===== config.mk =====
export PLATFORM = sky130hd
export DESIGN_NAME = uart_letter_rx
export DESIGN_NICKNAME = d
export VERILOG_FILES = /design/src/rtl/uart_letter_pkg.sv /design/src/rtl/sync_2ff.sv /design/src/rtl/uart_letter_rx.sv
export SDC_FILE = /design/constraint.sdc
export NUM_CORES = 1
export LEC_CHECK = 0
export CORE_ASPECT_RATIO = 1.4
export CORE_UTILIZATION = 60
export CTS_BUF_LIST = sky130_fd_sc_hd__clkbuf_4
export CTS_CLUSTER_SIZE = 14
export DETAILED_ROUTE_END_ITERATION = 16
export MAX_ROUTING_LAYER = met4
export PLACE_DENSITY = 0.84
export SLEW_MARGIN = 20
export SYNTH_ARGS = -nofsm -noshare
export SYNTH_HDL_FRONTEND = slang
export SYNTH_HIERARCHICAL = 1
export SYNTH_SLANG_ARGS = --single-unit

===== constraint.sdc =====
create_clock -name clk -period 2.81 [get_ports clk]
set_clock_uncertainty 0.2 [all_clocks]
set_input_delay 0.843 -clock clk [delete_from_list [all_inputs] [get_ports clk]]
set_output_delay 0.843 -clock clk [all_outputs]
set_load 0.1 [all_outputs]

===== src/rtl/uart_letter_pkg.sv =====
// Shared types and constants for the UART letter receiver.
// Holds the receiver FSM state enum, idle line level, ASCII constants and case folding.
package uart_letter_pkg;

  typedef enum logic [2:0] {
    IDLE,
    START,
    DATA,
    STOP,
    BREAK
  } state_t;

  localparam logic       UART_IDLE_LVL  = 1'b1;
  localparam logic [7:0] ASCII_LC_A     = 8'h61;
  localparam logic [7:0] ASCII_LC_Z     = 8'h7A;
  localparam logic [7:0] ASCII_CASE_BIT = 8'h20;

  function automatic logic [7:0] fold_case(input logic [7:0] b);
    if (b >= ASCII_LC_A && b <= ASCII_LC_Z) begin
      return b & ~ASCII_CASE_BIT;
    end
    return b;
  endfunction

endpackage


===== src/rtl/sync_2ff.sv =====
// Two-flop synchronizer for one asynchronous bit, with a selectable reset value.
// Latency 2 cycles; no backpressure.
module sync_2ff #(
  parameter logic RST_VAL = 1'b1
) (
  input  logic clk,
  input  logic rst,
  input  logic d,
  output logic q
);

  logic meta;

  always_ff @(posedge clk or negedge rst) begin
    if (!rst) begin
      meta <= RST_VAL;
      q    <= RST_VAL;
    end else begin
      meta <= d;
      q    <= meta;
    end
  end

endmodule


===== src/rtl/uart_letter_rx.sv =====
// 8N1 UART receiver delivering each byte as an optionally upper-cased letter strobe.
// Latency about 3 + CLK_DIV/2 + 9*CLK_DIV cycles from the start edge; no backpressure.
module uart_letter_rx
  import uart_letter_pkg::*;
#(
  parameter int CLK_DIV = 868,
  parameter bit UPCASE  = 1'b0
) (
  input  logic       clk,
  input  logic       rst,
  input  logic       rx,
  output logic [7:0] letter,
  output logic       letter_valid,
  output logic       frame_err
);

  localparam int             CW       = (CLK_DIV <= 2) ? 1 : $clog2(CLK_DIV);
  localparam logic [CW-1:0]  HALF_END = CW'(CLK_DIV / 2 - 1);
  localparam logic [CW-1:0]  BIT_END  = CW'(CLK_DIV - 1);

  logic          rx_s;
  state_t        state, state_nxt;
  logic [CW-1:0] cnt, cnt_nxt;
  logic [2:0]    bit_idx, bit_idx_nxt;
  logic [7:0]    sh, sh_nxt;
  logic [7:0]    letter_nxt;
  logic          letter_valid_nxt, frame_err_nxt;
  logic          armed, armed_nxt;
  logic [1:0]    settle;

  sync_2ff #(.RST_VAL(UART_IDLE_LVL)) u_sync (
    .clk (clk),
    .rst (rst),
    .d   (rx),
    .q   (rx_s)
  );

  // The synchronizer's preset value is not a real sample of the line, so arming
  // waits until the reset value has been flushed out of both flops.
  always_ff @(posedge clk or negedge rst) begin
    if (!rst) begin
      settle <= 2'b00;
    end else begin
      settle <= {settle[0], 1'b1};
    end
  end

  always_ff @(posedge clk or negedge rst) begin
    if (!rst) begin
      state        <= IDLE;
      cnt          <= '0;
      bit_idx      <= '0;
      sh           <= '0;
      letter       <= 8'h00;
      letter_valid <= 1'b0;
      frame_err    <= 1'b0;
      armed        <= 1'b0;
    end else begin
      state        <= state_nxt;
      cnt          <= cnt_nxt;
      bit_idx      <= bit_idx_nxt;
      sh           <= sh_nxt;
      letter       <= letter_nxt;
      letter_valid <= letter_valid_nxt;
      frame_err    <= frame_err_nxt;
      armed        <= armed_nxt;
    end
  end

  always_comb begin
    state_nxt        = state;
    cnt_nxt          = cnt;
    bit_idx_nxt      = bit_idx;
    sh_nxt           = sh;
    letter_nxt       = letter;
    letter_valid_nxt = 1'b0;
    frame_err_nxt    = 1'b0;
    armed_nxt        = armed | (settle[1] & (rx_s == UART_IDLE_LVL));

    unique case (state)
      IDLE: begin
        if (rx_s != UART_IDLE_LVL && armed) begin
          state_nxt = START;
          cnt_nxt   = '0;
        end
      end
      START: begin
        if (cnt == HALF_END) begin
          if (rx_s == UART_IDLE_LVL) begin
            state_nxt = IDLE;
          end else begin
            cnt_nxt     = '0;
            bit_idx_nxt = '0;
            state_nxt   = DATA;
          end
        end else begin
          cnt_nxt = cnt + 1'b1;
        end
      end
      DATA: begin
        if (cnt == BIT_END) begin
          sh_nxt  = {rx_s, sh[7:1]};
          cnt_nxt = '0;
          if (bit_idx == 3'd7) begin
            state_nxt = STOP;
          end else begin
            bit_idx_nxt = bit_idx + 3'd1;
          end
        end else begin
          cnt_nxt = cnt + 1'b1;
        end
      end
      STOP: begin
        if (cnt == BIT_END) begin
          if (rx_s == UART_IDLE_LVL) begin
            letter_nxt       = UPCASE ? fold_case(sh) : sh;
            letter_valid_nxt = 1'b1;
            state_nxt        = IDLE;
          end else begin
            frame_err_nxt = 1'b1;
            state_nxt     = BREAK;
          end
        end else begin
          cnt_nxt = cnt + 1'b1;
        end
      end
      BREAK: begin
        if (rx_s == UART_IDLE_LVL) begin
          state_nxt = IDLE;
        end
      end
      default: begin
        state_nxt = IDLE;
      end
    endcase
  end

endmodule

==> results.md <==
- Initial Utilization: 65.0%
- Crit path buf inv count: 0
- Crit. End Element: flop
- Max Root-Sink Buffers: 2
- CTS tree: yes
- IO Count: 13
- Endpoints failing setup: 0
- Layout Nets: 186
- Total GRT Usage: 25.3%
- Pins Over Slew Limit: 0
- Routability cong.: 0.845
- Mapped Area: 0.00191 mm2
- Most frequent cell after synthesis: dfrtp_1
- Ys Warns: 6
- Synth top area cells: dfrtp_1, mux2_2, a21o_1, dfstp_2, nand2_1
- Delay-heaviest family, CP: simple AND/OR/NAND/NOR gates
- Fin Setup TNS: 0 ns
- Met3 GRT Util: 5.48%
- CP Cell Sequence: ha_1 -> and4bb_2 -> nand3_4 -> nor4b_4 -> mux2_2
- Tcrit/Tclk final: 85.7%
- Total power: 1150 uW
- GRT overflow: 0
- Post-synth ARST share: 100%
- FF-to-FF path depth: 5
- Multi-input logic area: 893 um2
- Dpl cell area: 0.00203 mm2
- Vias per cell: 6.06
- Cell taking the most area after synthesis: dfrtp_1
- Crit Path Class: flop to flop
- Clk Tree Root Cell: clkbuf_4
- Width of the die: 49.7 um
- Core Footprint: 0.00294 mm2
- Hold EP: settle[1]
- Post-route ant nets: 0
- Synth Flop Type: dfrtp_1
- Post-synth EDFFs: 0
- Synth cell types: 43
- FF/Latch Area: 978 um2
- DR WL/cell: 16.4 um
- Seq pwr share: 59.8%
- CP Max Fanout: 9
- Worst-skew pair later-pin latency: 0.34 ns
- Synth top area share: 48.5%
- Final WL: 3.57 mm
- Status: complete, no violations
- R2R Path End: sh[4]
- Crit path required time: 2.84 ns
- Gate Count Post-Synth: 162
- Synth Net Count: 169
- # clock sinks: 39
- Reg clk slew, reported paths: 0.11 ns
- Hold path startpoint: settle[0]
- Num CTS Buffers: 5
- Number of port buffers: 12
- CP max stage delay: 0.52 ns
- Final min period: 2.41 ns
- GR peak layer: met2
- Vias: 1316
- Max IR drop VDD: 0.502 mV
- First-pass GRT wire length: 6.04 mm
- Sequential area share after synthesis: 51.2%
- Largest net degree at the start of global routing: 40
- Die Y: 68.7 um
- Sw frac: 28.2%
- Layout area overhead: 9.57%
- Post_cts resized: 0
- DP Wirelength: 2.53 mm
- Worst EP arrival: 2.44 ns
- Fmax: 415 MHz
- Max_slew headroom: 45.4%
- Class of the worst hold path: flop to flop
- Final hold vios: 0
- R2R setup slack: 0.40 ns
- P_int: 825 uW
- Die Area: 0.00341 mm2
- P per Cell Area: 550 mW/mm2
- DRC Markers: 0
- Reg-to-Reg Start: cnt[0]
- Yosys reg bits: 39
- Finished Cell Area: 0.00209 mm2
- Clk pwr share: 25.5%
- FILL cells: 228
- Initial DRT Pass Iterations: 4
- Grt met2 use: 43.6%
- GR met1 Demand/Resource: 27.0%
- Antenna cell count: 0
- Hold Crit Depth: 0
- Antenna violations before repair: 0
- Synth cell count leaders: dfrtp_1, mux2_2, nand2_1, nor2_1, o21ai_0
- Initial DRC count: 40
- RSZ-0062 raised after global routing: false
- Vias in the first global route: 1277
- Avg Cell Area, Syn: 11.8 um2
- Net switching power figure: 325 uW
- Setup bufs post-CTS: 0
- Post-CTS Hold Buffers: 0
- Actual slew at the worst max-slew pin: 0.819 ns
- Startpoint types: flop
- Comb power frac: 14.7%
- Share of layout cells above drive strength 1: 28.9%
- Slowest library cell on the worst path: nor4b_4
- Pleak: 0.000990 uW
- Max cap viols: 0
- # H-tree levels: 2
- Row count: 23
- Fin Hold WS: 0.158 ns
## cell families after synthesis
| kind of cell | after synthesis | synth area share, % |
|---|---|---|
| buffers and inverters | 8 | 1.97 |
| other | 1 | 0.196 |
| adder cells (fa/ha/maj) | 4 | 2.62 |
| AO/OA/AOI/OAI | 34 | 14.2 |
| AND/OR/NAND/NOR | 59 | 19.8 |
| multiplexers | 17 | 10.0 |
| flip-flops | 39 | 51.2 |
## layer usage
layer,part of all wire (%),up-vias
met2,53,24
met4,3.5,0
met1,41,650
li1,-,631
met5,0,-
met3,2.7,11
## final cells by class
| class | instances | area share, % |
|---|---|---|
| multi-input cells | 115 | 42.7 |
| clock inverters | 1 | 0.239 |
| inverters | 5 | 0.897 |
| flip-flops and latches | 39 | 46.8 |
| repair buffers | 13 | 4.67 |
| well taps | 37 | 2.21 |
| clock buffers | 7 | 2.51 |
## cell usage in the layout, fill, tap and decap left out, types with 2 or more instances in the layout
| master | n |
|---|---|
| nor3_1 | 2 |
| o21ai_0 | 8 |
| nor2_1 | 14 |
| inv_1 | 5 |
| nand2b_1 | 2 |
| dfrtp_1 | 37 |
| clkbuf_4 | 7 |
| and4bb_2 | 3 |
| nand3_1 | 3 |
| dfstp_2 | 2 |
| a21oi_1 | 3 |
| nand4_1 | 3 |
| ha_1 | 4 |
| a21o_1 | 7 |
| mux2_2 | 17 |
| nor2b_1 | 3 |
| buf_4 | 11 |
| nand2_1 | 14 |
| a22o_1 | 6 |
| nor4_1 | 2 |
| and3_1 | 2 |
## metrics by stage
step                setup WS (ns)  instances  utilization, %
CTS                         0.379        217            71.3
detailed placement          0.404        209            69.3
finish                      0.401        217            71.3
global placement            0.526        209            69.3
global route                0.257        217            71.3
floorplan                   0.639        162               -
## registers in the layout, indices dropped and copies added (netlist names), 2 cells and up
| signal | count |
|---|---|
| settle | 2 |
| state | 3 |
| letter | 8 |
| sh | 8 |
| bit_idx | 3 |
| cnt | 10 |
## worst max-delay path by stage
stage / startpoint / end / slack, ns / cells past startpoint
after global routing: cnt[0] / bit_idx[1] / 0.26 / 6
after CTS: cnt[0] / sh[4] / 0.38 / 5
after global placement: cnt[0] / sh[0] / 0.53 / 5
after floorplan: cnt[0] / sh[0] / 0.64 / 5
after detailed placement: cnt[0] / sh[4] / 0.40 / 5
final: cnt[0] / sh[4] / 0.40 / 5
## power groups by stage
stage                     registers (uW)  clock network, uW  logic (uW)
after floorplan                      675                  0         133
after global placement               694                  0         161
after detailed placement             699                  0         169
after CTS                            688                302         170
after global routing                 700                319         193
final                                688                293         169
## worst register-to-register path, stage by stage (launching register included)
cell      delay, ns
dfrtp_1        0.43
ha_1           0.31
and4bb_2       0.31
nand3_4        0.12
nor4b_4        0.53
mux2_2         0.41
Power figures use the tool's default switching activity.
